### src/rtl/dw_reg_array.sv
// rtl/dw_reg_array.sv - per-row pixel window register array with per-lane reuse FIFOs
// Optional zero-padding input pad_en is enabled by defining DW_REG_ARRAY_ZPAD_EN.
module dw_reg_array #(
  parameter int POY        = 3,
  parameter int KSIZE      = 3,
  parameter int STRIDE     = 1,
  parameter int DW         = 8,
  parameter int FIFO_DEPTH = 8
) (
  input  logic                      clk,
  input  logic                      rst,
  input  logic [2*POY-1:0]          reg_array_cmd,
  input  logic [DW*POY-1:0]         buf_pix,
  input  logic                      fifo_read,
  input  logic                      dwpe_ena,
`ifdef DW_REG_ARRAY_ZPAD_EN
  input  logic [POY-1:0]            pad_en,
`endif
  output logic [DW*KSIZE*POY-1:0]   win_out,
  output logic                      win_valid,
  output logic [POY-1:0]            fq_empty,
  output logic                      err_ovf,
  output logic                      err_udf
);

  localparam int NF = POY - 1;
  localparam int AW = $clog2(FIFO_DEPTH);
  localparam logic [1:0] CMD_IB = 2'b00;
  localparam logic [1:0] CMD_SF = 2'b01;
  localparam logic [1:0] CMD_IF = 2'b10;

  logic [DW-1:0] win     [POY][KSIZE];
  logic [DW-1:0] stg     [NF];
  logic [NF-1:0] stg_vld;
  logic [DW-1:0] fq_mem  [NF][FIFO_DEPTH];
  logic [AW:0]   wr_ptr  [NF];
  logic [AW:0]   rd_ptr  [NF];

  logic [POY-1:0] shift, rot, pad;
  logic [DW-1:0]  enter     [POY];
  logic [NF-1:0]  is_if, f_empty, f_full, pop, push_req, push_ok;
  logic [DW-1:0]  push_data [NF];
  logic           udf_hit, ovf_hit;

`ifdef DW_REG_ARRAY_ZPAD_EN
  assign pad = pad_en;
`else
  assign pad = '0;
`endif

  always_comb begin
    shift    = '0;
    rot      = '0;
    is_if    = '0;
    f_empty  = '0;
    f_full   = '0;
    pop      = '0;
    push_req = '0;
    push_ok  = '0;
    udf_hit  = 1'b0;
    ovf_hit  = 1'b0;
    for (int i = 0; i < POY; i++) begin
      shift[i] = (reg_array_cmd[2*i+:2] == CMD_IB) || (reg_array_cmd[2*i+:2] == CMD_IF);
      rot[i]   = (reg_array_cmd[2*i+:2] == CMD_SF);
      enter[i] = pad[i] ? '0 : buf_pix[DW*i+:DW];
    end
    // The last lane has no FIFO, so an IF there keeps the buffer pixel like IB.
    for (int j = 0; j < NF; j++) begin
      is_if[j] = (reg_array_cmd[2*j+:2] == CMD_IF);
      if (is_if[j]) begin
        if (pad[j]) begin
          enter[j] = '0;
        end else if (stg_vld[j]) begin
          enter[j] = stg[j];
        end else begin
          enter[j] = '0;
          udf_hit  = 1'b1;
        end
      end
    end
    for (int j = 0; j < NF; j++) push_data[j] = '0;
    for (int i = STRIDE; i < POY; i++) begin
      push_req[i-STRIDE]  = shift[i];
      push_data[i-STRIDE] = enter[i];
    end
    for (int j = 0; j < NF; j++) begin
      f_empty[j] = (wr_ptr[j] == rd_ptr[j]);
      f_full[j]  = (wr_ptr[j][AW] != rd_ptr[j][AW]) && (wr_ptr[j][AW-1:0] == rd_ptr[j][AW-1:0]);
      pop[j]     = fifo_read && !f_empty[j];
      push_ok[j] = push_req[j] && (!f_full[j] || pop[j]);
      if (push_req[j] && f_full[j] && !pop[j]) ovf_hit = 1'b1;
    end
  end

  always_ff @(posedge clk) begin
    if (rst) begin
      for (int i = 0; i < POY; i++)
        for (int k = 0; k < KSIZE; k++) win[i][k] <= '0;
      for (int j = 0; j < NF; j++) begin
        stg[j]    <= '0;
        wr_ptr[j] <= '0;
        rd_ptr[j] <= '0;
      end
      stg_vld   <= '0;
      win_valid <= 1'b0;
      err_ovf   <= 1'b0;
      err_udf   <= 1'b0;
    end else begin
      win_valid <= dwpe_ena;
      if (ovf_hit) err_ovf <= 1'b1;
      if (udf_hit) err_udf <= 1'b1;
      for (int i = 0; i < POY; i++) begin
        if (shift[i]) begin
          for (int k = 0; k < KSIZE-1; k++) win[i][k] <= win[i][k+1];
          win[i][KSIZE-1] <= enter[i];
        end else if (rot[i]) begin
          for (int k = 0; k < KSIZE; k++) win[i][k] <= win[i][(k+1)%KSIZE];
        end
      end
      // A pop in the same cycle as an IF refills staging after the IF consumed it.
      for (int j = 0; j < NF; j++) begin
        if (is_if[j]) stg_vld[j] <= 1'b0;
        if (pop[j]) begin
          stg[j]     <= fq_mem[j][rd_ptr[j][AW-1:0]];
          stg_vld[j] <= 1'b1;
          rd_ptr[j]  <= rd_ptr[j] + (AW+1)'(1);
        end
        if (push_ok[j]) wr_ptr[j] <= wr_ptr[j] + (AW+1)'(1);
      end
    end
  end

  always_ff @(posedge clk) begin
    for (int j = 0; j < NF; j++)
      if (!rst && push_ok[j]) fq_mem[j][wr_ptr[j][AW-1:0]] <= push_data[j];
  end

  for (genvar gi = 0; gi < POY; gi++) begin : g_lane
    for (genvar gk = 0; gk < KSIZE; gk++) begin : g_slot
      assign win_out[DW*(gi*KSIZE+gk)+:DW] = win[gi][gk];
    end
  end

  assign fq_empty = {1'b1, f_empty};

endmodule

### config.mk
export PLATFORM = sky130hd
export DESIGN_NAME = dw_reg_array
export DESIGN_NICKNAME = d
export VERILOG_FILES = /design/src/rtl/dw_reg_array.sv
export SDC_FILE = /design/constraint.sdc
export NUM_CORES = 1
export LEC_CHECK = 0
export CORE_ASPECT_RATIO = 0.7
export CORE_MARGIN = 4
export CORE_UTILIZATION = 45
export CTS_CLUSTER_DIAMETER = 120
export DETAILED_ROUTE_END_ITERATION = 8
export GPL_TIMING_DRIVEN = 0
export PLACE_DENSITY = 0.68
export SLEW_MARGIN = 20
export SYNTH_ARGS = -nofsm -noshare
export SYNTH_HDL_FRONTEND = slang
export SYNTH_SLANG_ARGS = --single-unit
### constraint.sdc
create_clock -name clk -period 5.9 [get_ports clk]
set_clock_uncertainty 0.05 [all_clocks]
set_input_delay 1.77 -clock clk [delete_from_list [all_inputs] [get_ports clk]]
set_output_delay 1.77 -clock clk [all_outputs]
set_load 0.005 [all_outputs]
==> reports/qor.csv <==
stage;metric;value;unit
clocking;clock slew at reported path FFs;0.06;ns
clocking;Clock Latency Late Sink;0.50;ns
worst_setup_path;Max stage delay on crit path;0.52;ns
worst_setup_path;CP cell instances;buf_4 -> xnor2_1 -> nand4_1 -> inv_1 -> clkdlybuf4s50_1;
routing;# DRC;0;
die;area of the core;21680;um^2
final_layout;ANT cells;0;
clocking;Post-CTS Setup Inserts;0;
worst_setup_path;crit-path leading delay family;buffers and inverters;
synth;synth warn;0;
power;Max IR drop VDD;249.6;uV
clocking;Inserted Clock Buffers;24;
power;Switching Share;0.2314;
global_route;initial antenna violation count;0;
worst_setup_path;Data arrival, critical path;2.39;ns
power;clock share of power;0.361;
global_route;largest net degree at the start of global routing;25;
worst_setup_path;slowest cell on the critical path;clkdlybuf4s50_1;
synth;Seq/Total Area, Yosys;0.7113;
die;initial core utilization;0.4583;
routing;WL/cell;20.58;um
routing;Vias/cell;5.420;
placement;placed cell count;1015;
power;Gate power share;0.129;
synth;Synth Instances;617;
placement;DP HPWL;15760;um
power;Cell Int Power;3.027;mW
placement;PortBufs;110;
clocking;post_cts resized;0;
die;Die X;185.6;um
global_route;vias in the first global route;5761;
routing;TritonRoute pass-1 iters;7;
timing;worst slew pin tran;0.7953;ns
timing;Final min period;4.207;ns
clocking;Num Clock Sinks;237;
global_route;total track usage;0.1744;
global_route;GRT Residual Overflow;0;
timing;final count of negative-setup-slack endpoints;0;
timing;RSZ-0062 raised after global routing;no;
worst_setup_path;CP Capture Type;output port;
synth;Syn Area/Cell;16.10;um^2
power;Switch Pwr;0.9113;mW
timing;Final period util;0.7131;
synth;synth unique cells;44;
final_layout;# fillers;1635;
power;Leakage;4.199;nW
worst_setup_path;worst path bufs/invs;3;
final_layout;share of layout cells above drive strength 1;0.1504;
global_route;first-pass GRT wire length;33050;um
timing;hold slack;0.4308;ns
die;Die ar.;24560;um^2
synth;top_reg_cell synth;edfxtp_1;
timing;setup_tns;0;ns
placement;gpl congestion;0.8283;
run;maxcap violations;0;
clocking;CTS tree;built;
clocking;Clock H-tree levels;1;
run_status;status;finished clean;
worst_setup_path;Req. time, crit path;4.08;ns
power;sequential share of power;0.510;
worst_setup_path;crit path kind;flip-flop to output port;
final_layout;post-route insts no fill;1060;
clocking;Root Buffer Master;clkbuf_16;
synth;cell area after synthesis;9935;um^2
die;row count;45;
synth;ys async rst share;0;
die;# IOs;112;
timing;Max Transition Viols Final;0;
final_layout;Multi-input gate area;2714;um^2
timing;Max Freq;237.7;MHz
timing;final hold violations;0;
timing;relative slew slack;0.4669;
routing;DR iter-0 viols;519;
final_layout;Layout area overhead;23.56;%
die;Die Y;132.3;um
clocking;clock buffer depth;3;
routing;DRT antenna net count;0;
hold_path;worst min path class;flip-flop to flip-flop;
power;pwr dens;320.9;nW/um^2
clocking;cts hold-fix bufs;0;
power;Overall Power;3.939;mW
worst_setup_path;CP startpoint kind;flip-flop;
routing;vias after detailed routing;5745;
routing;drt total wl;21820;um
synth;syn nets;655;
final_layout;Net count, final;798;
final_layout;Register Area;7067;um^2
synth;Post-synth EDFFs;232;
synth;Yosys reg bits;237;
worst_setup_path;crit path max fanout;9;
cells by family (layout without fill, tap and decap cells):
family | count (synthesis) | after routing | synth area share
AOI/OAI and AO/OA | 60 | 60 | 0.03879
muxes | 48 | 48 | 0.09131
and+or+nand+nor | 205 | 205 | 0.1122
DFF | 237 | 237 | 0.7113
buffers and inverters | 46 | 207 | 0.02456
adders and majority gates | 4 | 4 | 0.005038
xor gates and xnor gates | 16 | 16 | 0.01637
other | 1 | 1 | 0.0003775
synth_stat cells (8+ instances only):
library cell / count / area share
edfxtp_1: 232 / 0.70
and2_1: 56 / 0.035
nor2_1: 56 / 0.021
a21oi_1: 35 / 0.018
mux4_2: 25 / 0.057
clkbuf_1: 20 / 0.0076
nand2_1: 18 / 0.0068
mux2i_1: 16 / 0.016
nand2b_1: 16 / 0.010
nand3_1: 12 / 0.0060
nor2b_1: 12 / 0.0076
inv_1: 9 / 0.0034
or2_2: 9 / 0.0057
xnor2_1: 9 / 0.0079
o21ai_0: 8 / 0.0040
metal layers:
metal	GRT usage	vias up	wire, um
li1	-	2604	-
met1	0.2785	2920	10300
met2	0.2581	195	9668
met3	0.02648	26	1498
met4	0.03277	0	350
met5	0	-	0
worst reg2reg max path, cell delays in order, from the launching register on:
cell and delay [ns]:
edfxtp_1 0.40, buf_4 0.20, xnor2_1 0.15, and3_4 0.19
a21o_4 0.24, buf_6 0.17, nor3_2 0.65
layout make-up:
type | instances | area share
Sequential cell | 237 | 0.5757
Buffer | 37 | 0.01712
Tap cell | 282 | 0.02874
Clock inverter | 10 | 0.006727
Clock buffer | 34 | 0.05372
Multi-Input combinational cell | 334 | 0.2211
Timing Repair Buffer | 117 | 0.09418
Inverter | 9 | 0.002752
sequential cells by signal (all words and copies together) (netlist names):
signal and count:
wr_ptr 8, win 72, stg_vld 2, err_ovf 1, fq_mem 128, rd_ptr 8, err_udf 1, stg 16
win_valid 1
cell usage in the layout, fill, tap and decap left out, types with 9 or more instances in the layout:
cell type	n
a21oi_1	35
and2_1	56
buf_4	9
clkbuf_1	29
clkbuf_16	25
clkdlybuf4s50_1	110
edfxtp_1	232
inv_1	9
mux2i_1	16
mux4_2	25
nand2_1	18
nand2b_1	16
nand3_1	12
nor2_1	56
nor2b_1	12
or2_2	9
xnor2_1	9
power groups by stage:
| stage | clock network [mW] | logic [mW] | registers, mW |
|---|---|---|---|
| 2_1_floorplan | 0 | 0.289 | 2.03 |
| 3_3_place_gp | 0 | 0.489 | 2.04 |
| 3_5_place_dp | 0 | 0.510 | 2.04 |
| 4_1_cts | 1.45 | 0.514 | 2.01 |
| 5_1_grt | 1.53 | 0.552 | 2.01 |
| 6_report | 1.42 | 0.510 | 2.01 |
metrics by stage:
| step | instance area, um^2 | setup slack [ns] | utilization |
|---|---|---|---|
| floorplan | 9935 | 2.392 | - |
| global placement | 11390 | 0.7205 | 0.5254 |
| detailed placement | 11520 | 1.187 | 0.5314 |
| CTS | 12260 | 1.666 | 0.5656 |
| global route | 12280 | 1.538 | 0.5663 |
| finish | 12280 | 1.693 | 0.5663 |
worst paths after layout:
path | from | end | slack [ns] | cells after the start
setup / recovery | rd_ptr[0][5]$_SDFFCE_PN0P_ | fq_empty[1] | 1.69 | 5
setup reg to reg | rd_ptr[0][5]$_SDFFCE_PN0P_ | fq_mem[0][94]$_DFFE_PP_ | 3.46 | 6
hold / removal | err_udf$_SDFFE_PP0P_ | err_udf$_SDFFE_PP0P_ | 0.43 | 2
hold reg to reg | err_udf$_SDFFE_PP0P_ | err_udf$_SDFFE_PP0P_ | 0.43 | 2
Note: power is estimated with default switching activity, not from simulation.
